--- src/rtl/cache_line_fill_unit.sv ---
`default_nettype none
// ============================================================================
// Module   : cache_line_fill_unit
// Brief    : Line-refill engine. Issues one critical-word-first read, pairs
//            wrap-around beats and writes two words per cycle into the data RAM.
// Revision : 1.0  initial release
// ============================================================================
module cache_line_fill_unit #(
  parameter int ADDRESS_SPACE = 12,
  parameter int DATA_SIZE     = 32,
  parameter int LINE_WORDS    = 8,
  parameter int LINE_BITS     = 3
) (
  input  logic                            clk,
  input  logic                            rst_n,
  input  logic                            fill_req,
  input  logic [ADDRESS_SPACE-LINE_BITS-1:0] fill_line_addr,
  input  logic [LINE_BITS-1:0]            fill_crit_word,
  output logic                            fill_busy,
  output logic                            fill_done,
  output logic                            mem_req_valid,
  input  logic                            mem_req_ready,
  output logic [ADDRESS_SPACE-1:0]        mem_req_addr,
  input  logic                            mem_rsp_valid,
  output logic                            mem_rsp_ready,
  input  logic [DATA_SIZE-1:0]            mem_rsp_data,
  output logic                            crit_valid,
  output logic [DATA_SIZE-1:0]            crit_data,
  output logic [DATA_SIZE-1:0]            ram_data_a,
  output logic [DATA_SIZE-1:0]            ram_data_b,
  output logic [ADDRESS_SPACE-1:0]        ram_addr_a,
  output logic [ADDRESS_SPACE-1:0]        ram_addr_b,
  output logic                            ram_we_a,
  output logic                            ram_we_b
);

  localparam int LINE_ADDR_W = ADDRESS_SPACE - LINE_BITS;

  localparam logic [2:0] c_IDLE  = 3'd0;
  localparam logic [2:0] c_REQ   = 3'd1;
  localparam logic [2:0] c_FILL  = 3'd2;
  localparam logic [2:0] c_DRAIN = 3'd3;
  localparam logic [2:0] c_DONE  = 3'd4;

  localparam logic [LINE_BITS-1:0] c_LAST_BEAT = LINE_BITS'(LINE_WORDS - 1);

  logic [2:0]               r_state;
  logic [2:0]               w_next_state;
  logic [LINE_ADDR_W-1:0]   r_line;
  logic [LINE_BITS-1:0]     r_crit;
  logic [LINE_BITS-1:0]     r_cnt;
  logic [DATA_SIZE-1:0]     r_hold_data;
  logic [ADDRESS_SPACE-1:0] r_hold_addr;
  logic [DATA_SIZE-1:0]     r_ram_data_a;
  logic [DATA_SIZE-1:0]     r_ram_data_b;
  logic [ADDRESS_SPACE-1:0] r_ram_addr_a;
  logic [ADDRESS_SPACE-1:0] r_ram_addr_b;
  logic                     r_ram_we;
  logic                     r_crit_valid;
  logic [DATA_SIZE-1:0]     r_crit_data;

  logic                     w_accept_req;
  logic                     w_beat;
  logic                     w_last_beat;
  logic [LINE_BITS-1:0]     w_beat_off;
  logic [ADDRESS_SPACE-1:0] w_beat_addr;

  assign w_accept_req = (r_state == c_IDLE) && fill_req;
  assign w_beat       = (r_state == c_FILL) && mem_rsp_valid;
  assign w_last_beat  = (r_cnt == c_LAST_BEAT);
  // Offset arithmetic is LINE_BITS wide so the beat address wraps inside the line.
  assign w_beat_off   = r_crit + r_cnt;
  assign w_beat_addr  = {r_line, w_beat_off};

  always_ff @(posedge clk or negedge rst_n) begin
    if (!rst_n) begin
      r_state <= c_IDLE;
    end else begin
      r_state <= w_next_state;
    end
  end

  always_comb begin
    w_next_state = r_state;
    case (r_state)
      c_IDLE:  if (fill_req) w_next_state = c_REQ;
      c_REQ:   if (mem_req_ready) w_next_state = c_FILL;
      c_FILL:  if (w_beat && w_last_beat) w_next_state = c_DRAIN;
      c_DRAIN: w_next_state = c_DONE;
      c_DONE:  w_next_state = c_IDLE;
      default: w_next_state = c_IDLE;
    endcase
  end

  always_comb begin
    fill_busy     = 1'b0;
    fill_done     = 1'b0;
    mem_req_valid = 1'b0;
    mem_req_addr  = '0;
    mem_rsp_ready = 1'b0;
    case (r_state)
      c_REQ: begin
        fill_busy     = 1'b1;
        mem_req_valid = 1'b1;
        mem_req_addr  = {r_line, r_crit};
      end
      c_FILL: begin
        fill_busy     = 1'b1;
        mem_rsp_ready = 1'b1;
      end
      c_DRAIN: fill_busy = 1'b1;
      c_DONE: begin
        fill_busy = 1'b1;
        fill_done = 1'b1;
      end
      default: ;
    endcase
  end

  always_ff @(posedge clk or negedge rst_n) begin
    if (!rst_n) begin
      r_line <= '0;
      r_crit <= '0;
      r_cnt  <= '0;
    end else if (w_accept_req) begin
      r_line <= fill_line_addr;
      r_crit <= fill_crit_word;
      r_cnt  <= '0;
    end else if (w_beat) begin
      r_cnt  <= r_cnt + 1'b1;
    end
  end

  // Even beats park in the holding register; each odd beat releases a pair.
  always_ff @(posedge clk or negedge rst_n) begin
    if (!rst_n) begin
      r_hold_data  <= '0;
      r_hold_addr  <= '0;
      r_ram_data_a <= '0;
      r_ram_data_b <= '0;
      r_ram_addr_a <= '0;
      r_ram_addr_b <= '0;
      r_ram_we     <= 1'b0;
    end else begin
      r_ram_we <= 1'b0;
      if (w_beat && !r_cnt[0]) begin
        r_hold_data <= mem_rsp_data;
        r_hold_addr <= w_beat_addr;
      end
      if (w_beat && r_cnt[0]) begin
        r_ram_we     <= 1'b1;
        r_ram_data_a <= r_hold_data;
        r_ram_addr_a <= r_hold_addr;
        r_ram_data_b <= mem_rsp_data;
        r_ram_addr_b <= w_beat_addr;
      end
    end
  end

  always_ff @(posedge clk or negedge rst_n) begin
    if (!rst_n) begin
      r_crit_valid <= 1'b0;
      r_crit_data  <= '0;
    end else begin
      r_crit_valid <= w_beat && (r_cnt == '0);
      if (w_beat && (r_cnt == '0)) begin
        r_crit_data <= mem_rsp_data;
      end
    end
  end

  assign crit_valid = r_crit_valid;
  assign crit_data  = r_crit_data;
  assign ram_data_a = r_ram_data_a;
  assign ram_data_b = r_ram_data_b;
  assign ram_addr_a = r_ram_addr_a;
  assign ram_addr_b = r_ram_addr_b;
  assign ram_we_a   = r_ram_we;
  assign ram_we_b   = r_ram_we;

endmodule
`default_nettype wire

--- config.mk ---
export PLATFORM = sky130hd
export DESIGN_NAME = cache_line_fill_unit
export DESIGN_NICKNAME = d
export VERILOG_FILES = /design/src/rtl/cache_line_fill_unit.sv
export SDC_FILE = /design/constraint.sdc
export NUM_CORES = 1
export LEC_CHECK = 0
export CORE_ASPECT_RATIO = 0.75
export CORE_MARGIN = 2
export CORE_UTILIZATION = 52
export DETAILED_ROUTE_END_ITERATION = 16
export HOLD_SLACK_MARGIN = 0.03
export PLACE_DENSITY = 0.85
export RECOVER_POWER = 100
export SYNTH_ARGS = -nofsm -noshare
export SYNTH_HDL_FRONTEND = slang
export SYNTH_SLANG_ARGS = --single-unit
--- constraint.sdc ---
create_clock -name clk -period 4.29 [get_ports clk]
set_input_delay 0.858 -clock clk [delete_from_list [all_inputs] [get_ports clk]]
set_output_delay 0.858 -clock clk [all_outputs]
set_load 0.02 [all_outputs]
# After elaboration in Yosys (flattened, before gate mapping)
# Index checks and enable logic that the tools add are counted.
# word_totals
register_bits	184
latchBits	0
ramBits	0
romBits	0
input_bits	49
output_inout_bits	139
wordCells	47
memories	0
# classes
n_addsub	2
n_mul	0
n_div	0
n_lt_le_gt_ge	0
n_eq_ne	8
n_shift	0
mux	12
bitwise_logic	0
n_reduce_logical	12
# op_table
cell	n
$mux W3	5
$mux W12	1
$pmux W3 S4	1
$eq A3 B2 Y1 const B	2
$eq A3 B3 Y1 const B	2
$logic_and A1 B1 Y1	6
$logic_not A3 Y1	2
$mux W1	5
$ne A2 B2 Y1 const B	2
$reduce_or A4 Y1	1
$add A3 B1 Y3 const B	1
$add A3 B3 Y3	1
$eq A3 B1 Y1 const B	1
$reduce_and A3 Y1	1
$ne A2 B1 Y1 const B	1
$reduce_bool A2 Y1	1
$logic_not A1 Y1	1

# Longest topological paths before layout
# depth
word_depth	5
depth_mapped	7
mapped_depth_nobuf	5

# Worst setup path before layout
# Ideal clock, no wire load.
# synth_path
path_kind	register -> output
start	register r_state[2]
end	output mem_req_addr[0]
t_arrival_ns	1.435
required_ns	3.432
slack_ns	1.997
path_stages_with_launch	5
n_path_buf	2
cell_sequence	dfrtp_1 -> buf_2 -> nor3b_1 -> clkbuf_1 -> and2_1
# synth_via
elab_chain_len	2
# synth_rtl
item	line_no	source
start: declaration	47	logic [2:0] r_state;
start signal: assignment	77	r_state <= c_IDLE;
start signal: assignment	79	r_state <= w_next_state;
$eq A3 B1 Y1	101	case (r_state)
$mux W12	101	
end: declaration	23	output logic [ADDRESS_SPACE-1:0] mem_req_addr,
# Every way passes these cells.

# Worst setup path in the final report
# layout_path
start	input mem_rsp_valid
end	register r_hold_addr[5]
# layout_via
elab_chain_len	2
# layout_rtl
item	line_no	source
start: declaration	24	input logic mem_rsp_valid,
$logic_and A1 B1 Y1	69	assign w_beat = (r_state == c_FILL) && mem_rsp_valid;
$logic_and A1 B1 Y1	146	if (w_beat && !r_cnt[0]) begin
end signal: assignment	148	r_hold_addr <= w_beat_addr;
end: declaration	53	logic [ADDRESS_SPACE-1:0] r_hold_addr;
# Every way passes these cells.
# A chain may end at the register's enable or synchronous reset.

==> metrics.txt <==
status complete, but fails checks; failing checks capacitance limit, slew limit; DR WL/cell around 18 um; slowest stage cell, crit path and2_0; Post-synth EDFFs 0; CTS Buffer Depth 2; YS warnings 0; Post-CTS Repair Setup Buffers 0; WS Path Type in -> reg; sw power 2.422 mW; CTS Buf Count 17; GPL Wtd Cong about 0.73; most frequent cell after synthesis dfrtp_1; CTS clk-pin slew, worst paths around 0.07 ns; multi-input logic area 2338 sq um; internal power between 4 and 5 mW; gr usage total between 20% and 30%; Synth Area per Inst 16.60 sq um; met3 Use GR between 8 and 9%; number of port buffers roughly 190; global-route wire length before repair approximately 24000 um; P&R area growth vs syn 35.05%; actual slew at the worst max-slew pin ~2.8 ns; CTS tree yes; Register Area about 4600 sq um; count of buffer and inverter cells on the critical path 2; maxcap violations 1; CTS resizes 0; Mapped Nets 486; Die X 139.6 um; critical path data arrival time approximately 3.8 ns; asr flop ratio synth 100.0%; largest net degree at the start of global routing ~120; Starting Density around 53%; Final min period between 3 and 4 ns; I/O pin cnt 188; largest area contributor in the netlist dfrtp_1; Critical Path RT about 4.6 ns; Final Hold Fails 0; Diodes inserted 0; number of setup violations in the final report 0; Remaining DRCs 0; highest clock rate 0.2843 GHz; Cells after Synth about 430; cts hold-fix bufs 0; CP delay by family, top simple AND/OR/NAND/NOR gates; Die H roughly 110 um; row count 37; critical-path maximum fanout 26; die area ~15000 sq um; Max Slew Vio Count 116; fin nets 673; Post-synth top flop dfrtp_1; Synth Cell Area around 7200 sq um; slowest stage delay, CP approximately 1.1 ns; crit-path cells dlygate4sd3_1 > nor4bb_4 > and2_0 > buf_12 > mux2_2; clk_skew about 0.013 ns; post-synthesis sequential area ratio 64.20%; hpwl dp slightly below 10000 um; layer with the highest usage met2; fin crit share a little over 80%; Yosys reg bits between 150 and 200; initial antenna violation count 0; Unique masters post-synth 28; unrepaired setup endpoints after global routing no; core region area 13610 sq um; Worst setup SP type primary input; Pleak around 4.6 nW; drt via density 5.223; register share of total power between 40 and 50%; largest cells by area after synthesis dfrtp_1 64%, mux2_2 25%, mux2_4 1.9%, buf_6 1.3%, mux2_1 1.3%; GRT met1 Usage 26.86%; share of the synthesized area in the top cell type 64.20%; CTS Root Cell clkbuf_16; initial drt markers between 100 and 150; Sw Ratio 33.62%; Hold Path Class reg -> reg; final WL ~15000 um; fill count around 900; share of layout cells above drive strength 1 a little under a third; Clock Power Share 21.0%; grt ovf 0; relative slew slack -88.41%; Pwr Density between 700 and 800 nW/um^2; CP Capture Type register; vias between 4000 and 5000; setup TNS 0 ns; Finished Core Util between 70% and 80%; met2 Use GR between 30% and 40%; synth cell count leaders 184 x dfrtp_1, 159 x mux2_2, 14 x and2_1; # clock sinks around 180; clock latency at the later pin of the worst-skew pair 0.41 ns; Comb pwr share between 30 and 40%; Routed Antenna Nets 0; first-pass iteration count of the detailed router 4; CTS H-tree depth 4; number of global-route vias before repair around 4600; Peak supply drop 0.4379 mV
## cells in the final DEF (no fill, tap or decap), types with 2 or more instances in the layout
cell,synthesis,layout
clkbuf_16,0,17
dfrtp_1,184,184
clkinv_4,0,3
nor2_1,4,4
inv_6,0,3
mux2_2,159,158
nand2_1,2,2
clkinv_2,0,2
mux2_1,8,18
bufinv_16,0,2
inv_1,4,4
xnor2_1,4,4
ha_1,4,4
dlygate4sd3_1,0,141
clkdlybuf4s50_1,0,45
nand2b_1,2,2
clkinvlp_4,0,3
clkbuf_1,1,3
buf_12,0,3
a21oi_1,2,2
and2_1,14,13
## per-stage QoR
stage	cells	setup slack, ns	total power [mW]	hold WS (ns)	area [sq um]
3_5_place_dp	775	0.9897	5.984	0.4753	9166
3_3_place_gp	775	1.051	5.855	0.4659	9166
6_report	806	0.7730	7.203	0.4775	9686
2_1_floorplan	432	1.997	4.557	0.4541	7172
5_1_grt	806	0.6306	7.597	0.5017	9686
4_1_cts	806	1.216	7.539	0.4898	9741
## routing by layer
metal	wire [um]	share of wire (%)	up-vias
met3	1120	7.7	11
met2	6788	47	128
met1	6518	45	2186
li1	-	-	1885
met4	119	0.82	0
met5	0	0	-
## logic make-up (layout without fill, tap and decap cells)
kind of cell | Yosys count | after routing | synth area share, %
and+or+nand+nor | 30 | 30 | 3.158
buffers and inverters | 28 | 227 | 2.634
xor gates and xnor gates | 4 | 4 | 0.4884
AOI/OAI and AO/OA | 5 | 5 | 0.4361
adders and majority gates | 5 | 5 | 0.9770
DFF | 184 | 184 | 64.20
muxes | 176 | 176 | 28.11
## flip-flops by register name, summed over array words and instances (netlist names)
register and cells:
r_crit 3, r_hold_data 32, ram_data_a 32, crit_valid 1, r_line 9, ram_addr_a 12, r_cnt 3, ram_we_a 1
crit_data 32, r_hold_addr 12, ram_addr_b 12, ram_data_b 32, r_state 3
## power by group through the flow
stage | combinational (mW) | sequential (mW) | clock (mW)
final | 2.78 | 2.91 | 1.52
after global routing | 2.96 | 3.01 | 1.63
after CTS | 3.05 | 2.94 | 1.55
after detailed placement | 3.02 | 2.96 | 0
after global placement | 2.95 | 2.90 | 0
after floorplan | 1.15 | 3.41 | 0
## final timing paths
kind | start | cells past startpoint | slack, ns | end
worst min-delay path | r_hold_data[28] | 1 | 0.48 | ram_data_a[28]
worst min register to register | r_hold_data[28] | 1 | 0.48 | ram_data_a[28]
worst max register to register | r_state[0] | 4 | 1.27 | r_hold_addr[5]
worst max-delay path | mem_rsp_valid | 5 | 0.77 | r_hold_addr[5]
max in group asynchronous | rst_n | 1 | 1.29 | ram_data_a[3]
min in group asynchronous | rst_n | 1 | 1.31 | crit_data[27]
## area by class of cell
cell class                      instances  area share, %
Clock buffer                           18          4.431
Clock inverter                         13          1.499
Inverter                                4         0.1550
Multi-Input combinational cell        220          24.14
Sequential cell                       184          47.54
Tap cell                              175          2.261
Timing Repair Buffer                  192          19.97
## worst reg2reg max path: stages, from the launching register on
cell      delay [ns]
dfrtp_1         0.49
nor4bb_4        0.63
and2_0          1.11
buf_12          0.30
mux2_2          0.37
(Power assumes the default switching activity.)
